===== src/rtl/bp_pkg.sv =====
// Shared branch-predictor types and helpers: state encoding, saturating counter step, defaults.
// Latency: n/a (package only; functions are purely combinational).
// Backpressure: n/a.
package bp_pkg;

   // Table walker / run state of the branch history table.
   typedef enum logic [0:0] {
      BHT_CLEAR = 1'b0,
      BHT_RUN   = 1'b1
   } bht_state_t;

   // Widest confidence counter any predictor in this family uses.
   localparam int MAX_CNT_W = 4;

   // Default counter width and its strongly-taken initial value.
   localparam int DEF_CNT_W    = 2;
   localparam int DEF_INIT_CNT = (1 << DEF_CNT_W) - 1;

   // One saturating step toward the resolved outcome; max_val is the
   // all-ones value of the caller's real counter width.
   function automatic logic [MAX_CNT_W-1:0] sat_step(
      input logic [MAX_CNT_W-1:0] cnt,
      input logic                 taken,
      input logic [MAX_CNT_W-1:0] max_val
   );
      logic [MAX_CNT_W-1:0] nxt;
      nxt = cnt;
      if (taken) begin
         if (cnt != max_val) nxt = cnt + MAX_CNT_W'(1);
      end else begin
         if (cnt != '0) nxt = cnt - MAX_CNT_W'(1);
      end
      return nxt;
   endfunction

endpackage


===== src/rtl/sat_counter_update.sv =====
// Next-value logic for one saturating confidence counter.
// Latency: combinational, zero cycles.
// Backpressure: none; output follows inputs every cycle.
module sat_counter_update
   import bp_pkg::*;
#(
   parameter int CNT_W = DEF_CNT_W
) (
   input  logic [CNT_W-1:0] cnt,
   input  logic             taken,
   output logic [CNT_W-1:0] next_cnt
);

   localparam logic [MAX_CNT_W-1:0] MAX_V = MAX_CNT_W'((1 << CNT_W) - 1);

   // Widen to the shared helper's width, step, and narrow back.
   always_comb begin
      next_cnt = CNT_W'(sat_step(MAX_CNT_W'(cnt), taken, MAX_V));
   end

endmodule


===== src/rtl/branch_history_table.sv =====
// Table of saturating confidence counters indexed by fetch PC (optionally gshare), with clear walker and stats.
// Latency: prediction is combinational from pred_pc; updates land at the next clock edge, clear takes ENTRIES cycles.
// Backpressure: none on lookup; updates are dropped while ready is low (table being initialised).
module branch_history_table
   import bp_pkg::*;
#(
   parameter int  ENTRIES  = 16,
   parameter int  PC_W     = 32,
   parameter int  CNT_W    = DEF_CNT_W,
   parameter int  INIT_CNT = (1 << CNT_W) - 1,
   parameter bit  GSHARE   = 1'b0,
   parameter int  STAT_W   = 32,
   localparam int IDX_W    = $clog2(ENTRIES)
) (
   input  logic              clk,
   input  logic              rst,
   input  logic              clr_req,
   output logic              ready,
   input  logic [PC_W-1:0]   pred_pc,
   output logic              pred_taken,
   output logic [IDX_W-1:0]  pred_idx,
   input  logic              upd_valid,
   input  logic [IDX_W-1:0]  upd_idx,
   input  logic              upd_taken,
   input  logic              upd_mispred,
   output logic [STAT_W-1:0] branch_cnt,
   output logic [STAT_W-1:0] mispred_cnt
);

   localparam logic [CNT_W-1:0] INIT_V   = CNT_W'(INIT_CNT);
   localparam logic [IDX_W-1:0] LAST_IDX = IDX_W'(ENTRIES - 1);

   bht_state_t       state;
   logic [IDX_W-1:0] ptr;
   logic [IDX_W-1:0] ghr;
   logic [CNT_W-1:0] cnt_tab [ENTRIES];

   logic [IDX_W-1:0] base_idx;
   logic [CNT_W-1:0] upd_cur;
   logic [CNT_W-1:0] upd_next;
   logic             run_upd;
   logic             unused_pc_bits;

   assign base_idx       = pred_pc[IDX_W+1:2];
   assign unused_pc_bits = ^{pred_pc[PC_W-1:IDX_W+2], pred_pc[1:0]};
   assign run_upd        = (state == BHT_RUN) && upd_valid;

   // Index selection: bimodal uses the PC slice directly, gshare folds in resolved history.
   generate
      if (GSHARE) begin : g_gshare
         assign pred_idx = base_idx ^ ghr;
      end else begin : g_bimodal
         assign pred_idx = base_idx;
      end
   endgenerate

   // Lookup reads the table directly (no bypass); while clearing, report the init value.
   always_comb begin
      pred_taken = INIT_V[CNT_W-1];
      if (state == BHT_RUN) pred_taken = cnt_tab[pred_idx][CNT_W-1];
   end

   assign upd_cur = cnt_tab[upd_idx];

   sat_counter_update #(
      .CNT_W (CNT_W)
   ) u_sat (
      .cnt      (upd_cur),
      .taken    (upd_taken),
      .next_cnt (upd_next)
   );

   // Walker/run FSM with registered ready; owns the clear pointer and the resolved-outcome history.
   always_ff @(posedge clk) begin
      if (rst) begin
         state <= BHT_CLEAR;
         ptr   <= '0;
         ghr   <= '0;
         ready <= 1'b0;
      end else begin
         case (state)
            BHT_CLEAR: begin
               // clr_req and updates are deliberately ignored while walking.
               ptr <= ptr + IDX_W'(1);
               if (ptr == LAST_IDX) begin
                  state <= BHT_RUN;
                  ready <= 1'b1;
               end
            end
            BHT_RUN: begin
               if (clr_req) begin
                  state <= BHT_CLEAR;
                  ptr   <= '0;
                  ghr   <= '0;
                  ready <= 1'b0;
               end else if (upd_valid) begin
                  ghr <= {ghr[IDX_W-2:0], upd_taken};
               end
            end
            default: begin
               state <= BHT_CLEAR;
               ptr   <= '0;
               ready <= 1'b0;
            end
         endcase
      end
   end

   // Table writes: the walker initialises one entry per cycle, otherwise apply resolved outcomes.
   always_ff @(posedge clk) begin
      if (!rst) begin
         if (state == BHT_CLEAR) begin
            cnt_tab[ptr] <= INIT_V;
         end else if (upd_valid) begin
            cnt_tab[upd_idx] <= upd_next;
         end
      end
   end

   // Statistics survive a table clear and saturate rather than wrap.
   always_ff @(posedge clk) begin
      if (rst) begin
         branch_cnt  <= '0;
         mispred_cnt <= '0;
      end else if (run_upd) begin
         if (branch_cnt != '1) branch_cnt <= branch_cnt + STAT_W'(1);
         if (upd_mispred && (mispred_cnt != '1)) mispred_cnt <= mispred_cnt + STAT_W'(1);
      end
   end

endmodule


===== config.mk =====
export PLATFORM = sky130hd
export DESIGN_NAME = branch_history_table
export DESIGN_NICKNAME = d
export VERILOG_FILES = /design/src/rtl/bp_pkg.sv /design/src/rtl/sat_counter_update.sv /design/src/rtl/branch_history_table.sv
export SDC_FILE = /design/constraint.sdc
export NUM_CORES = 1
export LEC_CHECK = 0
export CORE_UTILIZATION = 46
export DETAILED_ROUTE_END_ITERATION = 6
export PLACE_DENSITY = 0.76
export SLEW_MARGIN = 40
export SYNTH_ARGS = -nofsm -noshare
export SYNTH_HDL_FRONTEND = slang
export SYNTH_SLANG_ARGS = --single-unit

===== constraint.sdc =====
create_clock -name clk -period 2.32 [get_ports clk]
set_clock_uncertainty 0.2 [all_clocks]
set_input_delay 0.232 -clock clk [delete_from_list [all_inputs] [get_ports clk]]
set_output_delay 0.232 -clock clk [all_outputs]
set_load 0.02 [all_outputs]

[Word-level counts from Yosys, hierarchy flattened]
Memory sizes are Yosys's and may differ from the RTL's.
Index checks and enable logic that the tools add are counted.
Cells by class
  add/sub/neg operators: 5
  equal/unequal tests: 6
  multiplexer cells: 22
  bitwise operators: 1
  reduce and logical (&&, ||, !) cells: 7
Operators with widths (number)
  $add 32x1->32 const B: 2
  $ne 32x32->1 const B: 2
  $mux 1: 13
  $mux 2: 4
  $mux 4: 2
  $pmux 4 s2: 1
  $ne 2x2->1 const B: 3
  $reduce_and 2->1: 3
  $add 4x1->4 const B: 1
  $eq 4x4->1 const B: 1
  $pmux 1 s2: 2
  $add 2x1->2 const B: 1
  $logic_and 1x1->1: 2
  $reduce_bool 2->1: 1
  $reduce_or 2->1: 1
  $sub 2x1->2 const B: 1
  $not 1->1: 1
Storage, ports and cells
  flip-flop bits (word level): 70
  memory bits (writable): 32
  output and inout bits: 70
  memories: 1
Memory list
  cnt_tab: depth 16, bits a word 2, rd ports 2, clocked after Yosys merged registers in 0, wr ports 1, line branch_history_table.sv:36  | logic [CNT_W-1:0] cnt_tab [ENTRIES];

[Longest topological paths before layout]
Gate-level depths: netlist (run 1).
  word-level depth: 6
  mapped depth: 8
  depth with buffers taken out: 6

[Cells and area by module]
From an unflattened synthesis (run 1), not the netlist that was laid out.
Second synthesis, totals
  cell total of the unflattened synthesis: 532
  area total of the unflattened synthesis: 5136.2 sq um
By module, submodules not included
  branch_history_table: times used 1, cells an instance 529, area an instance 5109.9 sq um, seq. area each 2362.3 sq um
  sat_counter_update: times used 1, cells an instance 3, area an instance 26.3 sq um, seq. area each 0.0 sq um

[Least setup slack after synthesis (run 1)]
OpenSTA, ideal clock, no wires.
  path type: input to register
  from: input port upd_idx[0]
  to: memory cnt_tab[0][0] (netlist bit) (data pin)
  arrival: 2011 ps
  data required time: 1790 ps
  path slack: -221 ps
  stages on the path: 6
  cells stage by stage: buf_2 > mux4_2 > nand2_1 > and4_1 > a21oi_1 > o21ai_0
Between the ends
  cells in the longest elaborated chain, start to end: 5
  elaborated cells between the ends (all ways): 9
  those cells by class: add/sub (2); eq/ne (1); mux (4); reduce/logical (1); memory (1)
RTL lines
  start, declared: line branch_history_table.sv:23  | input logic [IDX_W-1:0] upd_idx,
  $mem_v2 16x2 *
  $sub 2x1->2 (tied with other cells): line bp_pkg.sv:31  | if (cnt != '0) nxt = cnt - MAX_CNT_W'(1);
  $mux 2 (on tied branches): line bp_pkg.sv:31, bp_pkg.sv:29
  $mux 2 *: line bp_pkg.sv:28  | if (taken) begin
  $mux 2 (no line) *
  end, declared: line branch_history_table.sv:36
Every way passes the cells marked *; elsewhere a longest branch is shown, timed or not.

==> reports/metrics.yaml, run 1 <==
yosys:
  yosys_register_bits: 102
  syn-cell-area_um2: 5190
  synth_edf_count: 32
  syn_nets: 572
  synthCells: 527
  yosysSeqAreaShare: 0.455
  ys.flop_type: "dfxtp_1"
  ys_types: 59
  synth-async-reset-ratio: 0
  ys_warn_count: 0
  synth_area_per_cell_um2: 9.84
power:
  power.density_nw_per_um2: 533
  peakVddDrop_v: 0.000331
  p_leak_nw: 2.29
worst_setup_path:
  criticalPathCategory: "register to output port"
  crit_path_start_kind: "register"
  worst_path_most_repeated_cell: "mux4_2"
  cp_max_fo: 2
  cp_slowest_cell: "mux4_2"
  crit_arrival_ns: 1.97
  worstSetupEndpointType: "output port"
  critPathTopFamily: "multiplexers"
  rrSetupSlack_ns: 0.09
  crit_required_ns: 1.89
  path_cells: "mux4_2, mux4_2, nand2b_4, buf_6"
  slowest_delay_ns: 0.47
  path_buf_inv: 1
sta:
  setup_viol: 1
  rsz0062_at_grt: "yes"
  post-route-period-util: 1.03
  max_slew_margin: 0.677
  tightest_slew_ns: 0.483
  period_minus_slack_ns: 2.40
  worst_slack_ns: -0.0793
  max_freq_mhz: 417
  final-hold-violation-count: 0
  timing.hold.ws_ns: 0.192
  final_max_slew_viol_count: 0
  fin_setup_tns_ns: -0.0793
floorplanning:
  rows: 38
  fp.dieW_um: 108
  die_y_um: 108
  design.core.area_um2: 10900
  die_area_um2: 11700
  io-pin-count: 112
  initial_core_util: 0.474
global_routing:
  grt.overflow.total: 0
  grt_pass1_vias: 4367
  grt_pass1_wl_um: 20700
  grt_use_total: 0.223
  grt_start_max_net_pins: 79
  antenna_found_initial: 0
route:
  vias_per_cell: 5.80
  vias: 4602
  postRouteAntennaNets: 0
  drt_iter0_markers: 331
  drc: 0
  drt_wl_total_um: 12500
  first_pass_iters: 6
  wire_per_inst_um: 15.7
final_layout:
  area_growth_pct: 31.7
  fillers: 890
  antennaDiodeCount: 0
  final_util: 0.625
  final_area_um2: 6830
  layoutNonFillerInstCount: 793
  drive_above_1_share: 0.175
  num-nets-final: 693
cts:
  ctsHoldBuffers: 0
  clkSinkCount: 102
  cts.reportedPaths.clkPinSlew_ns: 0.07
  clock_path_buffers: 2
  clkLatencyLatePin_ns: 0.34
  cts_root_buffer: "clkbuf_16"
  cts_tree: "done"
  cts_made_buffers: 9
  h-tree-depth: 3
min_path:
  min_path_type: "input port to register"
placed_design:
  dp.cells: 776
  placement.io_buffers: 83
  place_hpwl_um: 9080
  placed_area_um2: 6470
  gp_congestion: 0.893
flow_run:
  maxCapViolCount: 0
status:
  failed_checks: "negative setup slack"
  outcome: "complete, but fails checks"
-- flip-flops by register name (all words and copies together), names as in the netlist --
| signal | flops |
|---|---|
| cnt_tab | 32 |
| mispred_cnt | 32 |
| state | 1 |
| ptr | 4 |
| branch_cnt | 32 |
| ready | 1 |
-- layer usage --
layer,vias up,wire length (um),global-route usage
li1,2259,-,-
met1,2204,5570,0.290
met2,123,6170,0.375
met3,16,524,0.0325
met4,0,191,0.0851
met5,-,0,0
-- worst min-delay path: stages --
cell	delay (ns)
buf_2	0.13
buf_12	0.19
a21oi_1	0.14
-- layout by cell type (no fill, tap or decap), drive strengths merged, types with 5 or more instances in the layout --
cell           count
o21ai             26
and2               5
nor2b              8
buf               57
nor2              55
xor2              10
xnor2             10
nand4             28
a31oi              5
nand2b             5
nand3             21
clkdlybuf4s50     80
a211oi             6
clkbuf             9
inv                6
or4               15
nand2             34
or3               24
and4              10
dfxtp             70
mux4              13
o31ai             16
nor4               7
and3               9
a21oi             47
edfxtp            32
-- cell type report --
type / count / area (um2) / area share
clock buffers: 9 / 225 / 0.0330
well taps: 140 / 175 / 0.0256
inverters: 5 / 18.8 / 0.00275
clock inverters: 7 / 97.6 / 0.0143
multi-input cells: 392 / 2680 / 0.392
repair buffers: 138 / 1270 / 0.186
flip-flops and latches: 102 / 2370 / 0.347
-- power by group --
part | internal [W] | switching, W | leakage, nW
combinational | 0.0000830 | 0.0000911 | 1.25
sequential | 0.00183 | 0.00000980 | 0.884
clock | 0.000949 | 0.000677 | 0.152
-- logic make-up (layout without fill, tap and decap cells) --
group / count (synthesis) / after routing / synth area share
AND/OR/NAND/NOR: 235 / 235 / 0.257
adder cells (fa/ha/maj): 3 / 3 / 0.00724
flip-flops: 102 / 102 / 0.455
XOR/XNOR: 20 / 20 / 0.0338
buffers and inverters: 33 / 159 / 0.0352
AO/OA/AOI/OAI: 115 / 115 / 0.142
multiplexers: 19 / 19 / 0.0690
-- worst paths after layout --
kind                            cells past startpoint          start       endpoint
worst min-delay path                                3            rst  branch_cnt[3]
worst max register to register                      7  cnt_tab[0][1]  cnt_tab[9][0]
worst min register to register                      2          ready          ready
worst max-delay path                                4  cnt_tab[1][1]     pred_taken
-- synthesized netlist by cell type, types with 2 or more instances --
cell       number  area (um2)
nor2b_1         8        50.1
inv_1           5        18.8
nand2b_1        5        31.3
nand4_1        24         150
nor3b_1         4        30.0
xnor2_1        10        87.6
and2_1          5        31.3
nand3_1        21         105
o31ai_1        15         113
nand2_1        34         128
nor3_1          4        20.0
a21oi_2         7        61.3
buf_4           5        37.5
edfxtp_1       32         961
xor2_1         10        87.6
o2111ai_1       3        26.3
mux4_2         13         293
o211ai_1        2        15.0
and4_1         10        87.6
and3_1          9        56.3
a31o_1          2        17.5
ha_1            3        37.5
nand4_2         4        50.1
o21ai_1        14        70.1
dfxtp_1        70        1400
buf_6           2        22.5
mux2i_1         2        20.0
clkbuf_1       11        41.3
buf_1           2        7.51
or3_1          23         144
or4_1          15         113
o21ai_0        12        60.1
a31oi_1         5        31.3
nor4_1          4        25.0
a211oi_1        5        37.5
nor2_1         55         206
a21oi_1        40         200
mux2_1          3        33.8
nand4b_1        2        17.5
nor4_2          2        25.0
buf_2           7        35.0
-- per-stage QoR --
stage	setup slack [ns]	power (W)
floorplan	0.0325	0.00198
global placement	-0.676	0.00205
detailed placement	-0.772	0.00205
CTS	-0.117	0.00367
global route	-0.135	0.00377
finish	-0.0793	0.00364
-- timing repair --
| item | in CTS | in global routing |
|---|---|---|
| hold endpoints to repair | 0 | 0 |
| buffers inserted | 0 | 1 |
| resized for setup | 8 | 6 |
| endpoints found under the setup margin | 1 | 34 |
| pin swaps | 0 | 2 |
Power figures use the tool's default switching activity.
==> inputs of run 2 (changes only) <==
--- a/config.mk
+++ b/config.mk
@@ -5,9 +5,9 @@
 export SDC_FILE = /design/constraint.sdc
 export NUM_CORES = 1
 export LEC_CHECK = 0
-export CORE_UTILIZATION = 46
+export CORE_UTILIZATION = 45
 export DETAILED_ROUTE_END_ITERATION = 6
-export PLACE_DENSITY = 0.76
+export PLACE_DENSITY = 0.75
 export SLEW_MARGIN = 40
 export SYNTH_ARGS = -nofsm -noshare
 export SYNTH_HDL_FRONTEND = slang
==> run 2 against run 1 <==
  * The run still ends with negative setup slack left
  * Flip-flop and latch count is the same
  * Global-route usage is 0.29 points higher
  * Power fell by 0.91%
  * First-iteration DRC count up 0.30%
  * Count of clock-buffer cells in the layout unchanged
  * Worst hold slack got worse by 0.038 ns
  * Utilization up 0.16 points
  * Combinational power increased by 3%
  * Die area grew 2.2%
  * Sequential share of layout area is 0.39 points lower
  * Critical endpoint unchanged
  * Fmax decreased by 3.3%
  * Critical path type unchanged
  * Highest routed layer unchanged
  * Non-clock buffer count rose by 10
==> reports/metrics.yaml, run 2 (synthesized netlist as in run 1, its figures left out) <==
final_layout:
  final_util: 0.626
  layout_common_cells: "clkdlybuf4s50_1 (80), dfxtp_1 (68), buf_4 (58), nor2_1 (55), a21oi_1 (38)"
  reg.largest.list: "branch_cnt: 32 flops, cnt_tab: 32 flops, mispred_cnt: 32 flops"
  area_growth_pct: 33.2
  layoutNonFillerInstCount: 804
  drive_above_1_share: 0.187
  num-nets-final: 703
  fillers: 937
  final_common_cell: "clkdlybuf4s50_1"
worst_setup_path:
  crit_path_start_kind: "register"
  criticalPathCategory: "register to output port"
  slowest_delay_ns: 0.52
  cp_max_fo: 2
  path_cells: "mux4_2, mux4_2, nand2b_4, buf_6"
  cp_slowest_cell: "mux4_2"
  crit_required_ns: 1.89
  critPathTopFamily: "multiplexers"
  crit_arrival_ns: 2.05
  worst_path_most_repeated_cell: "mux4_2"
  path_buf_inv: 1
  worstSetupEndpointType: "output port"
floorplanning:
  die_area_um2: 12000
  io-pin-count: 112
  rows: 38
  design.core.area_um2: 11000
  initial_core_util: 0.470
  fp.dieW_um: 109
  die_y_um: 109
status:
  failed_checks: "negative setup slack"
  outcome: "complete, but fails checks"
sta:
  period_minus_slack_ns: 2.48
  timing.hold.ws_ns: 0.155
  setup_viol: 1
  max_slew_margin: 0.632
  max_freq_mhz: 403
  final_max_slew_viol_count: 0
  post-route-period-util: 1.07
  tightest_slew_ns: 0.551
  final-hold-violation-count: 0
  rsz0062_at_grt: "yes"
  fin_setup_tns_ns: -0.162
  worst_slack_ns: -0.162
route:
  vias_per_cell: 5.91
  drt_iter0_markers: 332
  drc: 0
  wire_per_inst_um: 16.5
  first_pass_iters: 5
  drt_wl_total_um: 13200
  postRouteAntennaNets: 0
  vias: 4748
flow_run:
  maxCapViolCount: 0
power:
  peakVddDrop_v: 0.000451
  clkPwrFrac: 0.440
  seqPwrFrac: 0.510
  power.density_nw_per_um2: 523
  power_w: 0.00361
  p_leak_nw: 2.35
  switching_power_w: 0.000826
  intPower_w: 0.00279
  p_comb_frac: 0.050
  p_sw_frac: 0.229
global_routing:
  grt.overflow.total: 0
  grt_use_total: 0.226
  antenna_found_initial: 1
  grt_pass1_wl_um: 20900
  grt_pass1_vias: 4384
  grt_start_max_net_pins: 51
cts:
  cts.reportedPaths.clkPinSlew_ns: 0.07
  clock_path_buffers: 2
  clkLatencyLatePin_ns: 0.35
  cts_made_buffers: 9
  h-tree-depth: 3
  clkSinkCount: 102
  cts_tree: "done"
  cts_root_buffer: "clkbuf_16"
placed_design:
  dp.cells: 786
  place_hpwl_um: 9700
  placement.io_buffers: 83
  gp_congestion: 0.843
min_path:
  min_path_type: "input port to register"
run 2: changes by cell type in the layout (fill, tap and decap cells not counted):
cell,before,now
buf_4,51,58
buf_6,3,6
inv_8,0,3
bufinv_16,2,1
clkinv_2,1,0
clkinvlp_4,2,1
diode_2,0,1
nor4_1,3,4
nor4_2,3,2
o21ai_1,16,15
o21ai_2,0,1
run 2: stage by stage:
stage / area, um2 / setup WS, ns
after floorplan: 5200 / 0.0325
after global placement: 6540 / -0.672
after detailed placement: 6540 / -0.701
after CTS: 6870 / -0.165
after global routing: 6910 / -0.192
final: 6910 / -0.162
run 2: power groups by stage:
stage | logic [W] | clock network [W] | registers (W)
floorplan | 0.0000971 | 0 | 0.00188
CTS | 0.000175 | 0.00161 | 0.00184
finish | 0.000179 | 0.00159 | 0.00184
global placement | 0.000168 | 0 | 0.00188
detailed placement | 0.000173 | 0 | 0.00188
global route | 0.000193 | 0.00169 | 0.00184
run 2: final cells by class:
cell class / count / area, um2 / area share
flip-flops and latches: 102 / 2370 / 0.343
clock buffers: 9 / 225 / 0.0326
diodes: 1 / 2.50 / 0.000362
inverters: 5 / 18.8 / 0.00272
repair buffers: 148 / 1360 / 0.196
clock inverters: 7 / 88.8 / 0.0129
well taps: 140 / 175 / 0.0253
multi-input cells: 392 / 2670 / 0.387
run 2: worst paths after layout:
| check | startpoint | to | slack [ns] | cells after the start |
|---|---|---|---|---|
| max | cnt_tab[8][1] | pred_taken | -0.16 | 4 |
| min | rst | branch_cnt[0] | 0.15 | 3 |
| max reg2reg | mispred_cnt[14] | mispred_cnt[29] | 0.06 | 5 |
| min reg2reg | ready | ready | 0.27 | 2 |
run 2: routing by layer:
layer	global-route usage	wire (um)
met1	0.303	5800
met2	0.361	6240
met3	0.0350	905
met4	0.102	284
met5	0	0
run 2: worst min-delay path, cell delays in order:
cell	delay, ns
buf_2	0.10
buf_4	0.22
nor2_1	0.12
run 2: repair_timing:
item	in CTS	in global routing
setup buffers	0	1
hold buffers	0	0
gates resized for setup	9	8
pin swaps	0	5
endpoints found under the setup margin	1	42
cloned	0	0
==> inputs of run 3 (changes only) <==
--- a/config.mk
+++ b/config.mk
@@ -5,10 +5,10 @@
 export SDC_FILE = /design/constraint.sdc
 export NUM_CORES = 1
 export LEC_CHECK = 0
+export CORE_MARGIN = 1.5
 export CORE_UTILIZATION = 45
 export DETAILED_ROUTE_END_ITERATION = 6
 export PLACE_DENSITY = 0.75
-export SLEW_MARGIN = 40
 export SYNTH_ARGS = -nofsm -noshare
 export SYNTH_HDL_FRONTEND = slang
 export SYNTH_SLANG_ARGS = --single-unit
==> run 3 against run 2 <==
  * The flow still finishes with violations (negative setup slack)
  * Sequential share of layout area grew 0.54 points
  * Worst hold slack improved by 0.11 ns
  * Sequential power about the same
  * Clock power fell by 6%
  * Critical path type unchanged
==> reports/metrics.yaml, run 3 (synthesized netlist as in run 1, its figures left out) <==
route:
  vias: 4644
  drt_wl_total_um: 12900
  drt_iter0_markers: 276
  first_pass_iters: 5
  postRouteAntennaNets: 0
  vias_per_cell: 5.83
  drc: 0
  wire_per_inst_um: 16.3
power:
  power.density_nw_per_um2: 516
  clkPwrFrac: 0.427
  switching_power_w: 0.000781
  seqPwrFrac: 0.524
  p_sw_frac: 0.222
  p_comb_frac: 0.049
  peakVddDrop_v: 0.000418
  p_leak_nw: 2.29
  intPower_w: 0.00273
global_routing:
  grt.overflow.total: 0
  grt_use_total: 0.220
  grt_pass1_wl_um: 21100
  grt_pass1_vias: 4446
  antenna_found_initial: 0
  grt_start_max_net_pins: 77
worst_setup_path:
  worstSetupEndpointType: "output port"
  criticalPathCategory: "register to output port"
  crit_arrival_ns: 1.99
  r2r-start: "branch_cnt[5]"
  crit_required_ns: 1.89
  crit_path_start_kind: "register"
  cp_max_fo: 2
  startpoint: "cnt_tab[15][1]"
placed_design:
  placement.io_buffers: 83
  gp_congestion: 0.870
  place_hpwl_um: 9390
sta:
  period_minus_slack_ns: 2.42
  final_max_slew_viol_count: 0
  post-route-period-util: 1.04
  max_slew_margin: 0.448
  tightest_slew_ns: 0.828
  setup_viol: 1
  worst_slack_ns: -0.100
  final-hold-violation-count: 0
  rsz0062_at_grt: "yes"
  timing.hold.ws_ns: 0.261
  max_freq_mhz: 413
final_layout:
  layout_common_cells: "clkdlybuf4s50_1 (79), dfxtp_1 (66), nor2_1 (54), buf_4 (53), a21oi_1 (39)"
  area_growth_pct: 31.3
  drive_above_1_share: 0.181
  num-nets-final: 693
  final_common_cell: "clkdlybuf4s50_1"
  final_util: 0.602
  antennaDiodeCount: 0
  reg.largest.list: "branch_cnt: 32 flops, cnt_tab: 32 flops, mispred_cnt: 32 flops"
cts:
  cts_made_buffers: 9
  cts_tree: "done"
  clock_path_buffers: 2
  clkSinkCount: 102
  cts_root_buffer: "clkbuf_16"
  clkLatencyLatePin_ns: 0.34
  cts.reportedPaths.clkPinSlew_ns: 0.07
  h-tree-depth: 3
  post-cts-setup-buffers: 0
flow_run:
  maxCapViolCount: 0
floorplanning:
  io-pin-count: 112
  rows: 39
  die_y_um: 110
  die_area_um2: 12200
  fp.dieW_um: 110
  design.core.area_um2: 11300
  initial_core_util: 0.458
min_path:
  min_path_type: "input port to register"
  hold_start: "rst"
status:
  outcome: "complete, but fails checks"
  failed_checks: "negative setup slack"
-- run 3: cell types whose count changed in the layout (fill, tap and decap cells not counted), moves of 2 or more --
| cell | previous run | this run |
|---|---|---|
| dfxtp_2 | 0 | 2 |
| buf_6 | 6 | 2 |
| buf_4 | 58 | 53 |
| dfxtp_1 | 68 | 66 |
| inv_8 | 3 | 1 |
| inv_4 | 0 | 2 |
-- run 3: area by class of cell --
class                      count  area (um2)
clock buffer                  10         239
clock inverter                 6        57.6
fill                         938        4510
inverter                       5        18.8
multi-input combinational    392        2690
sequential                   102        2370
tap                          143         179
timing repair buffer         138        1250
-- run 3: repair_timing --
| item | 4_1_cts | 5_1_grt |
|---|---|---|
| hold buffers | 0 | 0 |
| resized for setup | 13 | 6 |
| setup endpoints to repair | 33 | 15 |
| pin swaps | 0 | 1 |
-- run 3: worst max-delay path, cell delays in order (launching register included) --
cell      delay (ns)
edfxtp_1        0.40
mux4_2          0.49
mux4_2          0.49
nand2b_4        0.15
buf_6           0.12
-- run 3: power groups by stage --
stage               Sequential (W)  Clock (W)  Combinational [W]
finish                     0.00184    0.00150           0.000172
global route               0.00184    0.00159           0.000187
CTS                        0.00184    0.00152           0.000171
detailed placement         0.00188          0           0.000166
global placement           0.00188          0           0.000162
floorplan                  0.00188          0          0.0000971
-- run 3: routing by layer --
| metal | global-route usage | up-vias | wire, um | share of wire |
|---|---|---|---|---|
| met3 | 0.0511 | 21 | 672 | 0.052 |
| met5 | 0 | - | 0 | 0 |
| li1 | - | 2263 | - | - |
| met1 | 0.278 | 2227 | 5630 | 0.44 |
| met4 | 0.0641 | 0 | 261 | 0.020 |
| met2 | 0.375 | 133 | 6370 | 0.49 |
-- run 3: metrics by stage --
| step | power, W | setup slack, ns | std cells | TNS (ns) | cell area [um2] |
|---|---|---|---|---|---|
| after floorplan | 0.00198 | 0.0325 | 527 | 0 | 5200 |
| after global placement | 0.00205 | -0.680 | 780 | -13.36 | 6470 |
| after detailed placement | 0.00205 | -0.735 | 780 | -16.75 | 6470 |
| after CTS | 0.00354 | -0.122 | 796 | -0.122 | 6790 |
| after global routing | 0.00362 | -0.178 | 796 | -0.178 | 6810 |
| final | 0.00352 | -0.100 | 796 | -0.100 | 6810 |
-- run 3: final timing paths --
check        slack (ns)  depth (start not counted)             to
max               -0.10                          4     pred_taken
max reg2reg        0.12                          6  branch_cnt[1]
min                0.26                          4  cnt_tab[2][0]
min reg2reg        0.28                          2          ready
==> patch (flow settings as in run 1) <==
Set the parameter `GSHARE` to 1'b1 (it was 1'b0).
--- a/src/rtl/branch_history_table.sv
+++ b/src/rtl/branch_history_table.sv
@@ -10,3 +10,3 @@
    parameter int  INIT_CNT = (1 << CNT_W) - 1,
-   parameter bit  GSHARE   = 1'b0,
+   parameter bit  GSHARE   = 1'b1,
    parameter int  STAT_W   = 32,
Check against the original RTL: no difference found for any inputs over 10 cycles, from zero or initial values and one cycle with rst high; that may be too few to reach the edited logic, so the function may still have changed.
==> patch against run 1 <==
The run still ends with negative setup slack left. Sequential cell count up 4. Die area grew 1.9%. Sequential share of layout area fell by 0.50 points. Worst setup slack lost 0.35 ns. Core utilization increased by 3.5 points. Synthesized area rose by 2.0%. Routed wire length increased by 9.3%. Maximum frequency decreased by 13%. Total power fell by 1.2%. Non-clock buffer count up 27. Global-route usage is 1.7 points higher. Sequential power rose by 3%. Design area increased by 6.6%. Critical path type unchanged. Largest power group unchanged.
==> patch: results (changes against run 1) <==
| Metric | Value |
|---|---|
| Outcome | complete, but fails checks |
| Failing checks | negative setup slack |
| Post-route ant nets | 0 (unchanged) |
| Via count | 5003 (+8.7%) |
| Largest net degree at the start of global routing | 48 (-39%) |
| R2r endpoint | mispred_cnt[27] |
| Layout cell share with drive strength beyond 1 | 0.239 (+0.0649) |
| Crit Path Max Fanout | 5 (+3) |
| Hold Worst Slack | 0.124 ns (-0.0678 ns) |
| Clock Power Share | 0.420 (-0.026) |
| Worst EP arrival | 2.32 ns (+0.35 ns) |
| Detailed Place HPWL | 9810 µm (+8.0%) |
| Most frequent cells after synthesis | dfxtp_1, nor2_1, a21oi_1 |
| Setup TNS Final | -0.480 ns (-0.400 ns) |
| Met3 WL post-DR | 801 µm (+53%) |
| Worst setup path startpoint | ghr[0] |
| Placement Cell Area | 6880 µm² (+6.4%) |
| Worst hold path depth | 4 (+1) |
| Hold Path End | mispred_cnt[2] |
| Post-Syn Nets | 605 (+5.8%) |
| Top layer in use | met4 |
| Crit Reg-Reg Startpoint | mispred_cnt[7] |
| FILL cells | 886 (-0.45%) |
| Psw | 860 µW (+10%) |
| Routed vias/inst | 5.86 (+0.95%) |
| Met1 Track Usage GR | 0.306 (+0.0163) |
| M2 GR Usage | 0.395 (+0.0200) |
| Routability cong. | 0.963 (+7.9%) |
| Met1 wire length | 5790 µm (+4.0%) |
| Final net count | 754 (+8.8%) |
| Comb pwr | 191 µW (+9.8%) |
| Met3 Track Usage GR | 0.0436 (+0.0111) |
| Vias in the first global route | 4574 (+4.7%) |
| Slowest stage delay, CP | 0.54 ns (+0.07 ns) |
| First-pass DRT Iterations | 5 (-1) |
| Setup WS post-layout | -0.428 ns (-0.349 ns) |
| Rel. slew slack | 0.648 (-0.0295) |
| Reg2reg path depth | 5 (-2) |
| WL met2 | 6740 µm (+9.1%) |
| First-pass GRT wire length | 22200 µm (+6.9%) |
| Sequential-to-total area share from yosys stat | 0.462 (+0.00641) |
| Endpoints failing setup | 2 (+1) |
| Pwr/cell area | 495 nW/µm² (-7.3%) |
| 1st-iter DRT viols | 357 (+7.9%) |
| Syn avg cell area | 9.44 µm² (-4.1%) |
| Gr usage total | 0.240 (+0.0170) |
| Dpl ws | -0.886 ns (-0.115 ns) |
| Area growth, synth to finish | 37.7% |
| Worst vdd ir | 473 µV (+43%) |
==> patch: cell families (layout without fill, tap and decap cells) <==
| logic type | Yosys count | after routing | synth area share |
|---|---|---|---|
| buffers and inverters | 38 | 191 | 0.0291 |
| adders and majority gates | 3 | 3 | 0.00710 |
| AOI/OAI and AO/OA | 113 | 114 | 0.130 |
| xor gates and xnor gates | 14 | 14 | 0.0232 |
| DFF | 106 | 106 | 0.462 |
| and+or+nand+nor | 259 | 259 | 0.264 |
| muxes | 27 | 27 | 0.0850 |
==> patch: layout make-up <==
class	instances	area share
inverters	10	0.00516
clock buffers	9	0.0309
repair buffers	165	0.200
flip-flops and latches	106	0.342
multi-input cells	417	0.389
clock inverters	7	0.00911
well taps	140	0.0241
==> patch: what timing repair did <==
action / CTS / global route
setup buffers: 1 / 3
cloned: 1 / 0
resized for setup: 10 / 17
setup endpoints to repair: 6 / 68
pin swaps: 2 / 9
